File: src/rtl/disp_pkg.sv
// Shared definitions for the alarm-clock digit display controller.
// Holds the set-mode FSM state encoding, digit field types, digit maxima
// and the bit positions of the per-digit blank vector.
package disp_pkg;

    localparam int MT_W = 3;   // minutes/seconds tens digit width
    localparam int MO_W = 4;   // minutes/seconds ones digit width

    typedef logic [MT_W-1:0] tens_t;
    typedef logic [MO_W-1:0] ones_t;

    localparam tens_t MT_MAX = 3'd5;
    localparam ones_t MO_MAX = 4'd9;

    localparam logic [1:0] ST_TIME     = 2'd0;
    localparam logic [1:0] ST_SET_TENS = 2'd1;
    localparam logic [1:0] ST_SET_ONES = 2'd2;
    localparam logic [1:0] ST_RING     = 2'd3;

    localparam int BLK_MT = 3;
    localparam int BLK_MO = 2;
    localparam int BLK_ST = 1;
    localparam int BLK_SO = 0;

endpackage

File: src/rtl/digit_display_ctrl_if.sv
// Bus between the display controller and its surroundings.
// Inputs to the controller: frame_start, btn_mode, btn_inc, alarm_hit and
// the live time digits. Outputs: renderer digits, digit_blank, colon_on,
// stored alarm minutes and ring_active.
// master = environment side, slave = controller side.
interface digit_display_ctrl_if;
    import disp_pkg::*;

    logic       frame_start;
    logic       btn_mode;
    logic       btn_inc;
    logic       alarm_hit;
    tens_t      time_mt;
    ones_t      time_mo;
    tens_t      time_st;
    ones_t      time_so;
    tens_t      minutes_tens;
    ones_t      minutes_ones;
    tens_t      seconds_tens;
    ones_t      seconds_ones;
    logic [3:0] digit_blank;
    logic       colon_on;
    tens_t      alarm_mt;
    ones_t      alarm_mo;
    logic       ring_active;

    modport master (
        output frame_start, btn_mode, btn_inc, alarm_hit,
        output time_mt, time_mo, time_st, time_so,
        input  minutes_tens, minutes_ones, seconds_tens, seconds_ones,
        input  digit_blank, colon_on, alarm_mt, alarm_mo, ring_active
    );

    modport slave (
        input  frame_start, btn_mode, btn_inc, alarm_hit,
        input  time_mt, time_mo, time_st, time_so,
        output minutes_tens, minutes_ones, seconds_tens, seconds_ones,
        output digit_blank, colon_on, alarm_mt, alarm_mo, ring_active
    );

endinterface

File: src/rtl/frame_blink_gen.sv
// Frame-counting blink generator.
// Ports: clk, rst (sync, active-high), frame_start (vblank pulse),
// restart (force counter to 0 and phase visible), blink_phase (1 = visible).
// blink_phase toggles every BLINK_FRAMES frame_start pulses.
module frame_blink_gen #(
    parameter int BLINK_FRAMES = 30
) (
    input  logic clk,
    input  logic rst,
    input  logic frame_start,
    input  logic restart,
    output logic blink_phase
);

    localparam int CW = $clog2(BLINK_FRAMES + 1);

    logic [CW-1:0] cnt;

    always_ff @(posedge clk) begin
        if (rst || restart) begin
            cnt         <= '0;
            blink_phase <= 1'b1;
        end else if (frame_start) begin
            if (cnt == CW'(BLINK_FRAMES - 1)) begin
                cnt         <= '0;
                blink_phase <= ~blink_phase;
            end else begin
                cnt <= cnt + 1'b1;
            end
        end
    end

endmodule

File: src/rtl/digit_display_ctrl.sv
// Alarm-clock display controller for the VGA digit path.
// Ports: clk, rst (sync, active-high) and bus (digit_display_ctrl_if.slave)
// carrying frame_start/button/alarm pulses, live time digits in, and the
// renderer digits, digit_blank, colon_on, alarm minutes, ring_active out.
// Renderer outputs load only on frame_start so a frame never tears.
// Build option: define AUTO_EXIT_EN to leave set mode after TIMEOUT_FRAMES
// idle frames.
module digit_display_ctrl
    import disp_pkg::*;
#(
    parameter int BLINK_FRAMES   = 30,
    parameter int TIMEOUT_FRAMES = 600,
    parameter int RING_FRAMES    = 1800
) (
    input  logic clk,
    input  logic rst,
    digit_display_ctrl_if.slave bus
);

    localparam int RW = $clog2(RING_FRAMES + 1);

    logic [1:0]    state, state_next;
    tens_t         alarm_mt;
    ones_t         alarm_mo;
    logic [RW-1:0] ring_cnt;
    logic          blink_phase;
    logic          blink_restart;
    logic          any_btn;
    logic          ring_done;
    logic          in_set;
    logic          timeout_hit;

    tens_t         nxt_mt, nxt_st;
    ones_t         nxt_mo, nxt_so;
    logic [3:0]    nxt_blank;
    logic          nxt_colon;

    function automatic tens_t inc_tens(input tens_t v);
        return (v == MT_MAX) ? '0 : v + 3'd1;
    endfunction

    function automatic ones_t inc_ones(input ones_t v);
        return (v == MO_MAX) ? '0 : v + 4'd1;
    endfunction

    assign any_btn   = bus.btn_mode | bus.btn_inc;
    assign in_set    = (state == ST_SET_TENS) || (state == ST_SET_ONES);
    assign ring_done = (state == ST_RING) && bus.frame_start
                       && (ring_cnt == RW'(RING_FRAMES - 1));

`ifdef AUTO_EXIT_EN
    localparam int IW = $clog2(TIMEOUT_FRAMES + 1);
    logic [IW-1:0] idle_cnt;

    assign timeout_hit = in_set && bus.frame_start
                         && (idle_cnt == IW'(TIMEOUT_FRAMES - 1));

    always_ff @(posedge clk) begin
        if (rst || any_btn || (state_next != state)) begin
            idle_cnt <= '0;
        end else if (in_set && bus.frame_start) begin
            idle_cnt <= idle_cnt + 1'b1;
        end
    end
`else
    // No auto-exit in this build; TIMEOUT_FRAMES is kept so both builds
    // share one parameter list.
    assign timeout_hit = 1'b0 && (TIMEOUT_FRAMES != 0);
`endif

    // Priority: alarm_hit > btn_mode > btn_inc > timeouts.
    always_comb begin
        state_next = state;
        if (bus.alarm_hit) begin
            state_next = ST_RING;
        end else if (state == ST_RING) begin
            if (any_btn || ring_done) state_next = ST_TIME;
        end else if (bus.btn_mode) begin
            case (state)
                ST_TIME:     state_next = ST_SET_TENS;
                ST_SET_TENS: state_next = ST_SET_ONES;
                default:     state_next = ST_TIME;
            endcase
        end else if (!bus.btn_inc && timeout_hit) begin
            state_next = ST_TIME;
        end
    end

    // Entering an edit field shows it immediately, whatever the blink phase.
    assign blink_restart = ((state_next == ST_SET_TENS) || (state_next == ST_SET_ONES))
                           && (state_next != state);

    frame_blink_gen #(
        .BLINK_FRAMES(BLINK_FRAMES)
    ) u_blink (
        .clk         (clk),
        .rst         (rst),
        .frame_start (bus.frame_start),
        .restart     (blink_restart),
        .blink_phase (blink_phase)
    );

    always_ff @(posedge clk) begin
        if (rst) begin
            state <= ST_TIME;
        end else begin
            state <= state_next;
        end
    end

    always_ff @(posedge clk) begin
        if (rst || bus.alarm_hit) begin
            ring_cnt <= '0;
        end else if ((state == ST_RING) && bus.frame_start) begin
            ring_cnt <= ring_cnt + 1'b1;
        end
    end

    // btn_inc only edits when neither a higher-priority event nor a mode
    // press is present in the same cycle.
    always_ff @(posedge clk) begin
        if (rst) begin
            alarm_mt <= '0;
            alarm_mo <= '0;
        end else if (!bus.alarm_hit && !bus.btn_mode && bus.btn_inc) begin
            if (state == ST_SET_TENS) alarm_mt <= inc_tens(alarm_mt);
            if (state == ST_SET_ONES) alarm_mo <= inc_ones(alarm_mo);
        end
    end

    always_comb begin
        nxt_mt    = bus.time_mt;
        nxt_mo    = bus.time_mo;
        nxt_st    = bus.time_st;
        nxt_so    = bus.time_so;
        nxt_blank = 4'b0000;
        nxt_colon = blink_phase;
        case (state)
            ST_SET_TENS, ST_SET_ONES: begin
                nxt_mt            = alarm_mt;
                nxt_mo            = alarm_mo;
                nxt_st            = '0;
                nxt_so            = '0;
                nxt_colon         = 1'b1;
                nxt_blank[BLK_ST] = 1'b1;
                nxt_blank[BLK_SO] = 1'b1;
                if (state == ST_SET_TENS) nxt_blank[BLK_MT] = ~blink_phase;
                else                      nxt_blank[BLK_MO] = ~blink_phase;
            end
            ST_RING: nxt_blank = {4{~blink_phase}};
            default: ;
        endcase
    end

    always_ff @(posedge clk) begin
        if (rst) begin
            bus.minutes_tens <= '0;
            bus.minutes_ones <= '0;
            bus.seconds_tens <= '0;
            bus.seconds_ones <= '0;
            bus.digit_blank  <= 4'b0000;
            bus.colon_on     <= 1'b1;
        end else if (bus.frame_start) begin
            bus.minutes_tens <= nxt_mt;
            bus.minutes_ones <= nxt_mo;
            bus.seconds_tens <= nxt_st;
            bus.seconds_ones <= nxt_so;
            bus.digit_blank  <= nxt_blank;
            bus.colon_on     <= nxt_colon;
        end
    end

    assign bus.alarm_mt    = alarm_mt;
    assign bus.alarm_mo    = alarm_mo;
    assign bus.ring_active = (state == ST_RING);

endmodule

File: src/flat_wrapper.sv
// flat-port wrapper written by rule: the top's interface ports become plain ports
module digit_display_ctrl_flat import disp_pkg::*;
#(
    parameter int BLINK_FRAMES   = 30,
    parameter int TIMEOUT_FRAMES = 600,
    parameter int RING_FRAMES    = 1800
)
  (clk, rst, bus_frame_start, bus_btn_mode, bus_btn_inc, bus_alarm_hit, bus_time_mt, bus_time_mo, bus_time_st, bus_time_so, bus_minutes_tens, bus_minutes_ones, bus_seconds_tens, bus_seconds_ones, bus_digit_blank, bus_colon_on, bus_alarm_mt, bus_alarm_mo, bus_ring_active);
  digit_display_ctrl_if bus_i ();
  input  logic clk;
  input  logic rst;
  input wire logic [$bits(bus_i.frame_start)-1:0] bus_frame_start;
  input wire logic [$bits(bus_i.btn_mode)-1:0] bus_btn_mode;
  input wire logic [$bits(bus_i.btn_inc)-1:0] bus_btn_inc;
  input wire logic [$bits(bus_i.alarm_hit)-1:0] bus_alarm_hit;
  input wire logic [$bits(bus_i.time_mt)-1:0] bus_time_mt;
  input wire logic [$bits(bus_i.time_mo)-1:0] bus_time_mo;
  input wire logic [$bits(bus_i.time_st)-1:0] bus_time_st;
  input wire logic [$bits(bus_i.time_so)-1:0] bus_time_so;
  output wire logic [$bits(bus_i.minutes_tens)-1:0] bus_minutes_tens;
  output wire logic [$bits(bus_i.minutes_ones)-1:0] bus_minutes_ones;
  output wire logic [$bits(bus_i.seconds_tens)-1:0] bus_seconds_tens;
  output wire logic [$bits(bus_i.seconds_ones)-1:0] bus_seconds_ones;
  output wire logic [$bits(bus_i.digit_blank)-1:0] bus_digit_blank;
  output wire logic [$bits(bus_i.colon_on)-1:0] bus_colon_on;
  output wire logic [$bits(bus_i.alarm_mt)-1:0] bus_alarm_mt;
  output wire logic [$bits(bus_i.alarm_mo)-1:0] bus_alarm_mo;
  output wire logic [$bits(bus_i.ring_active)-1:0] bus_ring_active;
  assign bus_i.frame_start = bus_frame_start;
  assign bus_i.btn_mode = bus_btn_mode;
  assign bus_i.btn_inc = bus_btn_inc;
  assign bus_i.alarm_hit = bus_alarm_hit;
  assign bus_i.time_mt = bus_time_mt;
  assign bus_i.time_mo = bus_time_mo;
  assign bus_i.time_st = bus_time_st;
  assign bus_i.time_so = bus_time_so;
  assign bus_minutes_tens = bus_i.minutes_tens;
  assign bus_minutes_ones = bus_i.minutes_ones;
  assign bus_seconds_tens = bus_i.seconds_tens;
  assign bus_seconds_ones = bus_i.seconds_ones;
  assign bus_digit_blank = bus_i.digit_blank;
  assign bus_colon_on = bus_i.colon_on;
  assign bus_alarm_mt = bus_i.alarm_mt;
  assign bus_alarm_mo = bus_i.alarm_mo;
  assign bus_ring_active = bus_i.ring_active;
  digit_display_ctrl #(.BLINK_FRAMES(BLINK_FRAMES), .TIMEOUT_FRAMES(TIMEOUT_FRAMES), .RING_FRAMES(RING_FRAMES)) u_core (.clk(clk), .rst(rst), .bus(bus_i));
endmodule
File: config.mk
export PLATFORM = sky130hd
export DESIGN_NAME = digit_display_ctrl_flat
export DESIGN_NICKNAME = d
export VERILOG_FILES = /design/src/rtl/disp_pkg.sv /design/src/rtl/digit_display_ctrl_if.sv /design/src/rtl/frame_blink_gen.sv /design/src/rtl/digit_display_ctrl.sv /design/src/flat_wrapper.sv
export SDC_FILE = /design/constraint.sdc
export NUM_CORES = 1
export LEC_CHECK = 0
export ABC_AREA = 1
export CAP_MARGIN = 20
export CELL_PAD_IN_SITES_DETAIL_PLACEMENT = 0
export CELL_PAD_IN_SITES_GLOBAL_PLACEMENT = 2
export CORE_UTILIZATION = 30
export DETAILED_ROUTE_END_ITERATION = 7
export GPL_ROUTABILITY_DRIVEN = 1
export PLACE_DENSITY = 0.92
export SYNTH_ARGS = -nofsm -noshare
export SYNTH_HDL_FRONTEND = slang
export SYNTH_SLANG_ARGS = --single-unit
File: constraint.sdc
create_clock -name clk -period 2.3 [get_ports clk]
set_input_delay 0.46 -clock clk [delete_from_list [all_inputs] [get_ports clk]]
set_output_delay 0.46 -clock clk [all_outputs]
set_load 0.03 [all_outputs]
; ---- After elaboration in Yosys (flattened, before gate mapping)
; Index checks and enable logic that the tools add are counted.
[word_totals]
register_bits = 45
in_bits = 20
out_inout_bits = 27
word_cells = 60
[classes]
addsub = 4
n_eq_ne = 10
n_mux = 16
bitwise_logic = 2
reduce_logical = 16
[ops]
columns = op, count
row1 = 4-bit 2-to-1 mux, 3
row2 = "11-bit by 1-bit adder with 11-bit output, second input constant", 1
row3 = "11-bit equality test, second input constant", 1
row4 = 3-bit 2-to-1 mux, 3
row5 = 2-bit 2-to-1 mux, 4
row6 = 4-bit one-hot mux with 2 select lines, 1
row7 = "2-bit equality test, second input constant", 3
row8 = 2-bit AND reduction, 3
row9 = "5-bit by 1-bit adder with 5-bit output, second input constant", 1
row10 = "5-bit equality test, second input constant", 1
row11 = 1-bit logical AND, 5
row12 = 5-bit 2-to-1 mux, 1
row13 = "4-bit by 1-bit adder with 4-bit output, second input constant", 1
row14 = "2-bit by 1-bit equality test with 1-bit output, second input constant", 2
row15 = "4-bit equality test, second input constant", 1
row16 = 1-bit logical OR, 4
row17 = 2-bit one-hot mux with 2 select lines, 1
row18 = "3-bit by 1-bit adder with 3-bit output, second input constant", 1
row19 = "3-bit equality test, second input constant", 1
row20 = 1-bit 2-to-1 mux, 3
row21 = 1-bit zero test, 2
row22 = 2-bit zero test, 1
row23 = 2-bit != test, 1
row24 = 2-bit OR reduction, 1
row25 = other kinds (2), 2

; ---- Logic depth before layout (Yosys ltp)
; Gate-level depths: netlist (run 1).
[depth]
word_depth = 11
depth_mapped = 11
mapped_depth_nobuf = 11

; ---- Hierarchy
; From an unflattened synthesis (run 1), not the netlist that was laid out.
[unflattened]
cells_unflattened = 297
area_unflattened_um2 = 2138.3
[modules_own_cells]
columns = mod, n_inst, cells_per_inst, area_per_inst_um2, seq_area_each_um2
row1 = digit_display_ctrl, 1, 254, 1820.5, 760.7
row2 = frame_blink_gen, 1, 43, 317.8, 120.1

; ---- Least setup slack after synthesis (run 1)
; No wires, ideal clock.
[synth_path]
kind = flip-flop to flip-flop
from = register u_core.state[0]
to = register u_core.ring_cnt[9]
t_arrival_ns = 1.634
required_time_ns = 2.184
slack_ns = 0.550
path_stages_with_launch = 11
n_path_buf = 0
path_cell_list = dfxtp_1 > ha_1 > nand2_4 > inv_2 > nand3_2 > nor2_2 > nand2_2 > nor2_4 > nand2_1 > nor3_2 > nor2_1
[synth_between]
elab_chain_len = 2
[synth_lines]
columns = item, line
row1 = start: declaration, digit_display_ctrl.sv:22  ; logic [1:0] state, state_next;
row2 = start signal: assignment, digit_display_ctrl.sv:107  ; state <= state_next;
row3 = 2-bit equality test, --
row4 = net bus_ring_active, flat_wrapper.sv:28  ; output wire logic [$bits(bus_i.ring_active)-1:0] bus_ring_active;
row5 = 1-bit logical AND, digit_display_ctrl.sv:114  ; end else if ((state == ST_RING) && bus.frame_start) begin
row6 = end signal: assignment, digit_display_ctrl.sv:115  ; ring_cnt <= ring_cnt + 1'b1;
row7 = end: declaration, digit_display_ctrl.sv:25  ; logic [RW-1:0] ring_cnt;
; The timed path passes the listed nets, and every way through them passes these cells.
; A chain may end at the register's enable or synchronous reset.

; ---- Worst setup path after layout (run 1)
[layout_path]
from = register u_core.state[0]
to = output bus_ring_active
[layout_between]
elab_chain_len = 1
[layout_lines]
columns = item, line
row1 = 2-bit equality test, digit_display_ctrl.sv:175  ; assign bus.ring_active = (state == ST_RING);
row2 = end: declaration, flat_wrapper.sv:28
; Every way passes these cells.

==> results of run 1 <==
final timing paths:
| kind | cells after the start | slack, ps | from | to |
|---|---|---|---|---|
| worst max-delay path | 2 | 240 | u_core.state[0] | bus_ring_active |
| worst min-delay path | 2 | 470 | u_core.bus.seconds_ones[1] | u_core.bus.seconds_ones[1] |
| worst max register to register | 8 | 560 | u_core.state[1] | u_core.bus.minutes_ones[0] |
| worst min register to register | 2 | 470 | u_core.bus.seconds_ones[1] | u_core.bus.seconds_ones[1] |
final cells by class:
type                       count  share of cell area
multi-input combinational    194               0.372
timing repair buffer          51               0.175
tap                           96              0.0423
inverter                      44              0.0581
sequential                    44               0.310
clock buffer                   6              0.0291
clock inverter                 2              0.0137
state kept, by name (all words and copies together) (netlist names), 3 cells and up:
register                 count
u_core.bus.minutes_tens      3
u_core.bus.seconds_ones      4
u_core.bus.alarm_mt          3
u_core.bus.seconds_tens      3
u_core.u_blink.cnt           5
u_core.bus.minutes_ones      4
u_core.ring_cnt             11
u_core.bus.alarm_mo          4
u_core.bus.digit_blank       3
synthesized netlist by cell type:
cell type  count  share of area
nand3_1       17          0.040
nand2_4        2          0.010
clkbuf_1       5         0.0087
buf_1          1         0.0017
buf_2          3         0.0070
o21ai_1        7          0.016
ha_1           7          0.041
o211ai_1       9          0.031
inv_1         35          0.061
nor3_2         1         0.0047
xnor2_1        1         0.0041
nor2_2         9          0.026
a21oi_1       29          0.068
dfxtp_1       44           0.41
nand4_1        1         0.0029
nor2_4         3          0.016
clkinv_1       2         0.0035
nor3_1         7          0.016
a211oi_1       1         0.0035
or2_1          1         0.0029
xor2_1         4          0.016
nor2_1        23          0.040
nand3_2        5          0.023
buf_4          1         0.0035
nand2_1       51          0.089
a31oi_1        1         0.0029
o21ai_0       12          0.028
o21bai_1       1         0.0035
inv_2          7          0.012
nand2_2        2         0.0058
worst register-to-register path: stages, from the launching register on:
cell      delay, ps
dfxtp_1         410
inv_1           110
ha_1            300
inv_1           280
buf_4           250
a21oi_1          80
o21ai_1          90
o211ai_1         90
inv_1            70
power groups by stage:
| stage | registers [µW] | logic [µW] | clock network, µW |
|---|---|---|---|
| floorplan | 856 | 126 | 0 |
| global route | 806 | 303 | 683 |
| CTS | 803 | 274 | 651 |
| detailed placement | 820 | 273 | 0 |
| finish | 803 | 271 | 627 |
| global placement | 822 | 273 | 0 |
per-layer routing:
layer  up-vias  global-route usage
li1       1039                   -
met1       815               0.194
met2        45               0.210
met3         5              0.0286
met4         0              0.0379
met5         -                   0
through the flow:
stage | cell area, µm² | worst slack, ps | utilization | hold WS, ps
after global routing | 2840 | 163 | 0.414 | 496
after CTS | 2840 | 213 | 0.414 | 468
after global placement | 2720 | 324 | 0.396 | 452
after floorplan | 2150 | 550 | - | 478
after detailed placement | 2720 | 293 | 0.396 | 455
final | 2840 | 237 | 0.414 | 466
cells by family (layout without fill, tap and decap cells):
family	Yosys count	count (layout)
adder cells (fa/ha/maj)	7	7
flip-flops	44	44
XOR/XNOR	5	5
AND/OR/NAND/NOR	122	122
buffers and inverters	54	103
AO/OA/AOI/OAI	60	60
layout by cell type, fill, tap and decap left out, types with 3 or more instances in the layout:
master           instances
a21oi_1                 29
buf_4                    5
clkbuf_8                 6
clkdlybuf4s50_1         46
dfxtp_1                 44
ha_1                     7
inv_1                   35
inv_2                    7
nand2_1                 51
nand3_1                 17
nand3_2                  5
nor2_1                  23
nor2_2                   9
nor2_4                   3
nor3_1                   7
o211ai_1                 9
o21ai_0                 12
o21ai_1                  7
xor2_1                   4
==> out/metrics.cfg, run 1 <==
[run_status]
status=finished, final reports clean

[clocking]
cts_setup_buffers=0
cts.repair.resized=0
cts_root_buf=clkbuf_8
cts_hold_buffers=0
clockBufferDepth=2
cts_tree=done
h-tree-depth=2
cts.clk_slew.worst_paths_ps=80
cts_made_buffers=5
clkLatencyLatePin_ps=300
cts_sinks=44

[global_route]
grt_max_degree=24
grt_pass1_vias=1764
grt_overflow=0
grt_first_pass_wirelength_um=8140
antenna_found_initial=0
grt_use_total=0.137

[timing]
slew_viol_final=0
finalHoldViolations=0
setup_viol=0
worst_slew_pin_slew_ps=391
finalSetupTns_ps=0
maxSlewHeadroom=0.739
period_minus_slack_ps=2060
rsz0062_at_grt=no
period_share=0.897
fin_skew_ps=14.9
fmax_mhz=485

[die]
die_y_um=86.6
die_w_um=86.6
io_pins=47
start_util=0.313
fp-row-count=30
core_area_um2=6870
die-area_um2=7500

[logic_synthesis]
ys_seq_area_frac=0.410
ys_warn_count=0
synth_xor_area_frac=0.0204
syn-instance-count=292
synth_top_family_by_area=simple AND/OR/NAND/NOR gates
synthSimpleGateAreaFrac=0.277
syn_nets=319
synth.distinct_cells=30
synth_area_per_cell_um2=7.35
synthMuxAreaShare=0
synth_adder_area_share=0.0408
ys_ff_latch=44
synth_area_um2=2150
synth_compound_area_frac=0.153

[cells_and_area]
final_layout_size_suffix_gt1_frac=0.123
fillers=730
seq_area_um2=881
stdcell_count=437
multi_input_area_um2=1060
num_antenna_cells=0
area_growth_pct=32.3
nNetsFinal=367

[critical_path]
slowest_delay_ps=670
crit_path_max_fanout=5
path_buf_inv=1
cp_top_family=buffers and inverters
cp.arrival_ps=1600
slowest_stage=clkdlybuf4s50_1
crit_type=register to primary output
cp-start-kind=register
endpoint_kind=primary output
path_cells=ha_1 > clkdlybuf4s50_1
crit_required_ps=1840

[drt]
top_layer=met4
viasPerCell=4.36
postRouteWirelength_um=4760
dr.first_iter.drc_count=42
wl_met2_um=1960
ant_nets=0
vias=1904
post_drt_wl_per_cell_um=10.9
wl_met3_um=221
drtPass1Iterations=4
wl_met1_um=2520
drc=0

[power_and_ir_drop]
switching_share=0.263
total_power_uw=1700
p_int_uw=1250
comb_power_share=0.159
vdd_ir_drop_max_mv=0.237
power_leakage_uw=0.00105
p_clk_frac=0.369
power_density_nw_per_um2=599
net-switching-power_uw=447
seqPwrFrac=0.472

[place]
dp_hpwl_um=3520
port_buffers=46
routabilityCongestion=0.732
place_inst=429

[min_path]
min_path_type=register to register

[job]
drv_cap=0

No activity file was read; power rests on OpenSTA's default activity.
==> run 2, diff against run 1 <==
--- a/config.mk
+++ b/config.mk
@@ -13,6 +13,7 @@
 export DETAILED_ROUTE_END_ITERATION = 7
 export GPL_ROUTABILITY_DRIVEN = 1
 export PLACE_DENSITY = 0.92
+export RECOVER_POWER = 25
 export SYNTH_ARGS = -nofsm -noshare
 export SYNTH_HDL_FRONTEND = slang
 export SYNTH_SLANG_ARGS = --single-unit
==> run 2 against run 1 <==
Effect of this change: clock power hardly changed; critical path type unchanged; highest routed layer unchanged; sequential power about the same; worst setup slack better by 2.2 ps; critical endpoint unchanged; utilization down 0.16 points; non-clock buffer count is the same.
==> out/metrics.cfg, run 2 (same netlist as run 1, synthesis figures left out) <==
[place]
routabilityCongestion=0.732  ; unchanged
dp_hpwl_um=3520  ; unchanged
port_buffers=46  ; unchanged

[timing]
fin_skew_ps=14.3  ; -0.538 ps
fmax_mhz=485  ; +0.11%
period_share=0.896  ; -0.000973
setup_viol=0  ; unchanged
finalHoldViolations=0  ; unchanged
rsz0062_at_grt=no
finalSetupTns_ps=0  ; unchanged
slew_viol_final=0  ; unchanged
worst_slew_pin_slew_ps=715  ; +324 ps
maxSlewHeadroom=0.523  ; -0.216
whs_ps=466  ; +0.0770 ps
period_minus_slack_ps=2060  ; -2.24 ps

[drt]
postRouteWirelength_um=4760  ; about the same
dr.first_iter.drc_count=39  ; -7.1%
ant_nets=0  ; unchanged
vias=1903  ; -0.053%
viasPerCell=4.35  ; about the same
post_drt_wl_per_cell_um=10.9  ; about the same
drtPass1Iterations=4  ; unchanged
drc=0  ; unchanged

[die]
die-area_um2=7500  ; unchanged
start_util=0.313  ; unchanged
core_area_um2=6870  ; unchanged
io_pins=47  ; unchanged
die_y_um=86.6  ; unchanged
die_w_um=86.6  ; unchanged
fp-row-count=30  ; unchanged

[critical_path]
ff2ff_path_depth=11  ; +3
cp.arrival_ps=1600  ; about the same
critPathCapture=bus_ring_active
crit_path_max_fanout=5  ; unchanged
path_cells=ha_1 > clkdlybuf4s50_1
r2r_slack_ps=440  ; -120 ps
timing.rr.end=u_core.ring_cnt[9]
cp_top_family=buffers and inverters
crit_type=register to primary output
cp-startpoint=u_core.state[0]
reg2reg_from=u_core.state[0]
crit_required_ps=1840  ; about the same
slowest_stage=clkdlybuf4s50_1
path_buf_inv=1  ; unchanged
endpoint_kind=primary output
cp.depth=2  ; unchanged
slowest_delay_ps=670  ; about the same
cp-start-kind=register

[cells_and_area]
num_antenna_cells=0  ; unchanged
nNetsFinal=367  ; unchanged
final_common_cell=nand2_1
area_growth_pct=31.8
final_layout_size_suffix_gt1_frac=0.111  ; -0.0117
reg_top3=u_core.ring_cnt (11), u_core.u_blink.cnt (5)
final_util=0.412  ; -0.00164
layout_common_cells=nand2_1, dfxtp_1, clkdlybuf4s50_1, inv_1, a21oi_1
largest_reg_flops=11  ; unchanged
top_register=u_core.ring_cnt
fillers=734  ; +0.55%

[clocking]
cts_setup_buffers=0  ; unchanged
cts.repair.resized=0  ; unchanged
cts_root_buf=clkbuf_8
clockBufferDepth=2  ; unchanged
cts_tree=done
clkLatencyLatePin_ps=300  ; about the same
h-tree-depth=2  ; unchanged
cts_made_buffers=5  ; unchanged
cts.clk_slew.worst_paths_ps=80  ; about the same
cts_hold_buffers=0  ; unchanged
cts_sinks=44  ; unchanged

[global_route]
grt_first_pass_wirelength_um=8140  ; unchanged
grt_max_degree=24  ; unchanged
grt_overflow=0  ; unchanged
grt_use_total=0.137  ; unchanged
grt_pass1_vias=1764  ; unchanged
antenna_found_initial=0  ; unchanged

[min_path]
holdCritStartpoint=u_core.bus.seconds_ones[1]
min_path_type=register to register

[job]
drv_cap=0  ; unchanged

[power_and_ir_drop]
vdd_ir_drop_max_mv=0.237  ; -0.14%
power_density_nw_per_um2=599  ; +0.15%
power_leakage_uw=0.00105  ; -0.33%

[run_status]
status=finished, final reports clean

run 2: cell count changes in the layout (fill, tap and decap cells not counted), sizes merged:
cell           change
dlygate4sd3        +3
clkdlybuf4s50      -3
buf                -1
clkbuf             +1
clkinv             +1
inv                -1
run 2: per-stage QoR:
stage                     setup WS, ps  power [µW]  cell area [µm²]  instances
after floorplan                    550         982             2150        292
after global placement             324        1090             2720        429
after detailed placement           293        1090             2720        429
after CTS                          213        1730             2840        437
after global routing               158        1790             2830        437
final                              239        1700             2830        437
run 2: where the power goes:
part / leakage, µW / internal [µW] / total [µW] / switching, µW
sequential: 0.000358 / 786 / 803 / 16.7
combinational: 0.000631 / 111 / 268 / 157
clock: 0.0000614 / 355 / 626 / 271
total: 0.00105 / 1250 / 1700 / 445
run 2: routing by layer:
| layer | vias up | part of all wire | global-route usage | routed length [µm] |
|---|---|---|---|---|
| met3 | 5 | 0.046 | 0.0286 | 221 |
| met2 | 45 | 0.41 | 0.210 | 1940 |
| met4 | 0 | 0.012 | 0.0379 | 59 |
| li1 | 1040 | - | - | - |
| met1 | 813 | 0.53 | 0.194 | 2530 |
| met5 | - | 0 | 0 | 0 |
run 2: layout make-up:
| type | count | area, µm² | share of cell area |
|---|---|---|---|
| repair buffers | 51 | 494 | 0.175 |
| multi-input cells | 194 | 1050 | 0.370 |
| clock buffers | 6 | 82.6 | 0.0292 |
| clock inverters | 2 | 38.8 | 0.0137 |
| well taps | 96 | 120 | 0.0424 |
| inverters | 44 | 165 | 0.0584 |
| flip-flops and latches | 44 | 881 | 0.311 |
run 2: worst min-delay path by stage:
stage / to / slack [ps] / cells after the start
after floorplan: u_core.ring_cnt[10] / 480 / 2
after global placement: u_core.bus.seconds_ones[2] / 450 / 2
after detailed placement: u_core.bus.seconds_ones[1] / 450 / 2
after CTS: u_core.bus.seconds_ones[1] / 470 / 2
after global routing: u_core.bus.seconds_ones[0] / 500 / 2
final: u_core.bus.seconds_ones[1] / 470 / 2
run 2: worst min-delay path, cell delays in order (launching register included):
cell and delay (ps):
dfxtp_1 320, nand2_1 60, a21oi_1 50
==> run 3, diff against run 2 <==
--- a/config.mk
+++ b/config.mk
@@ -10,10 +10,12 @@
 export CELL_PAD_IN_SITES_DETAIL_PLACEMENT = 0
 export CELL_PAD_IN_SITES_GLOBAL_PLACEMENT = 2
 export CORE_UTILIZATION = 30
+export CTS_CLUSTER_SIZE = 10
 export DETAILED_ROUTE_END_ITERATION = 7
 export GPL_ROUTABILITY_DRIVEN = 1
 export PLACE_DENSITY = 0.92
 export RECOVER_POWER = 25
+export SETUP_SLACK_MARGIN = 0.2
 export SYNTH_ARGS = -nofsm -noshare
 export SYNTH_HDL_FRONTEND = slang
 export SYNTH_SLANG_ARGS = --single-unit
==> run 3 against run 2 <==
Effect of this change: largest power group unchanged; wire length hardly changed; non-clock buffer count stayed put; via count stayed put; power hardly changed; clock skew stayed put; sequential share of layout area hardly changed; critical path depth is 4 higher; final cell count stayed put; global-route usage stayed put; maximum frequency is 2.9% higher.
==> out/metrics.cfg, run 3 (same netlist as run 1, synthesis figures left out) <==
[run_status]
status=finished, final reports clean

[place]
place_inst=429  ; unchanged
routabilityCongestion=0.732  ; unchanged
dpl_cell_area_um2=2720  ; unchanged
dp_hpwl_um=3520  ; unchanged
port_buffers=46  ; unchanged

[cells_and_area]
reg_top3=u_core.ring_cnt (11), u_core.u_blink.cnt (5)
stdcell_count=437  ; unchanged
nNetsFinal=367  ; unchanged
num_antenna_cells=0  ; unchanged
top_register=u_core.ring_cnt
final_layout_size_suffix_gt1_frac=0.111  ; unchanged
largest_reg_flops=11  ; unchanged
area_growth_pct=31.9  ; about the same
layout_common_cells=nand2_1, dfxtp_1, clkdlybuf4s50_1, inv_1, a21oi_1
final_common_cell=nand2_1
final_util=0.412  ; about the same
fin_area_um2=2830  ; about the same

[power_and_ir_drop]
power_density_nw_per_um2=599  ; about the same
p_int_uw=1250  ; about the same
seqPwrFrac=0.473  ; about the same
power_leakage_uw=0.00107  ; +1.6%
switching_share=0.262  ; about the same
p_clk_frac=0.369  ; about the same
vdd_ir_drop_max_mv=0.237  ; about the same
total_power_uw=1700  ; about the same
net-switching-power_uw=445  ; about the same
comb_power_share=0.158  ; about the same

[die]
io_pins=47  ; unchanged
die-area_um2=7500  ; unchanged
die_w_um=86.6  ; unchanged
start_util=0.313  ; unchanged
fp-row-count=30  ; unchanged
die_y_um=86.6  ; unchanged
core_area_um2=6870  ; unchanged

[critical_path]
crit_type=input port to register
cp-start-kind=input port
cp_top_family=buffers and inverters
r2r_slack_ps=440  ; about the same
cp.arrival_ps=2200  ; +600 ps
endpoint_kind=register
slowest_delay_ps=600  ; -70 ps
crit_path_max_fanout=23  ; +18
path_cells=dlygate4sd3_1 > buf_4 > inv_1 > nor2_1 > o21ai_0 > nor2_2
crit_required_ps=2490  ; +650 ps
path_buf_inv=3  ; +2
slowest_stage=dlygate4sd3_1

[drt]
drtPass1Iterations=4  ; unchanged
ant_nets=0  ; unchanged
drc=0  ; unchanged
postRouteWirelength_um=4760  ; about the same
post_drt_wl_per_cell_um=10.9  ; about the same
viasPerCell=4.35  ; unchanged
dr.first_iter.drc_count=39  ; unchanged
vias=1903  ; unchanged

[timing]
rsz0062_at_grt=no
finalSetupTns_ps=0  ; unchanged
worst_slew_pin_slew_ps=715  ; unchanged
slew_viol_final=0  ; unchanged
finalHoldViolations=0  ; unchanged
maxSlewHeadroom=0.523  ; unchanged
fin_skew_ps=14.3  ; unchanged
fmax_mhz=499  ; +2.9%
period_share=0.871  ; -0.0253
setup_viol=0  ; unchanged
period_minus_slack_ps=2000  ; -58.2 ps

[clocking]
cts_hold_buffers=0  ; unchanged
cts.clk_slew.worst_paths_ps=80  ; about the same
clockBufferDepth=2  ; unchanged
cts.repair.resized=0  ; unchanged
clkLatencyLatePin_ps=300  ; about the same
cts_sinks=44  ; unchanged
cts_made_buffers=5  ; unchanged
cts_tree=done
cts_setup_buffers=0  ; unchanged
h-tree-depth=2  ; unchanged
cts_root_buf=clkbuf_8

[global_route]
grt_pass1_vias=1764  ; unchanged
grt_use_total=0.137  ; unchanged
antenna_found_initial=0  ; unchanged
grt_max_degree=24  ; unchanged
grt_first_pass_wirelength_um=8140  ; unchanged
grt_overflow=0  ; unchanged

[job]
drv_cap=0  ; unchanged

[min_path]
min_path_type=register to register

run 3: changes by cell type in the layout (fill, tap and decap cells not counted):
cell / delta
dlymetal6s2s_1: +1
clkdlybuf4s50_1: -1
run 3: through the flow:
step | hold WS (ps) | setup WS (ps)
3_5_place_dp | 455 | 293
2_1_floorplan | 478 | 550
6_report | 466 | 297
3_3_place_gp | 452 | 324
5_1_grt | 496 | 158
4_1_cts | 468 | 213
run 3: path summary, 6_finish.rpt:
path / from / end / cells past startpoint
worst max-delay path: bus_frame_start / u_core.u_blink.cnt[0] / 6
worst min-delay path: u_core.bus.seconds_ones[1] / u_core.bus.seconds_ones[1] / 2
worst max register to register: u_core.state[0] / u_core.ring_cnt[10] / 11
worst min register to register: u_core.bus.seconds_ones[1] / u_core.bus.seconds_ones[1] / 2
run 3: power groups by stage:
stage	Clock [µW]	Combinational [µW]	Sequential, µW
after global placement	0	273	822
after detailed placement	0	273	820
after global routing	683	300	806
final	626	267	803
after CTS	651	274	803
after floorplan	0	126	856
run 3: worst reg2reg max path: stages (launching register included):
cell      delay [ps]
dfxtp_1          420
ha_1             210
clkbuf_1         260
nand2_4          120
nor2_4           110
nand3_2          100
nor2_2           150
nand3_1          120
nor2_2           120
nand2_1           60
nand2_1           50
nor2_1            40
run 3: layout make-up:
cell class / count / area, µm²
fillers: 734 / 4040
multi-input cells: 194 / 1050
flip-flops and latches: 44 / 881
repair buffers: 51 / 497
inverters: 44 / 165
well taps: 96 / 120
clock buffers: 6 / 82.6
clock inverters: 2 / 38.8
run 3: routing by layer:
layer,part of all wire,GRT usage
met1,0.53,0.194
met5,0,0
met3,0.046,0.0286
met2,0.41,0.210
met4,0.012,0.0379
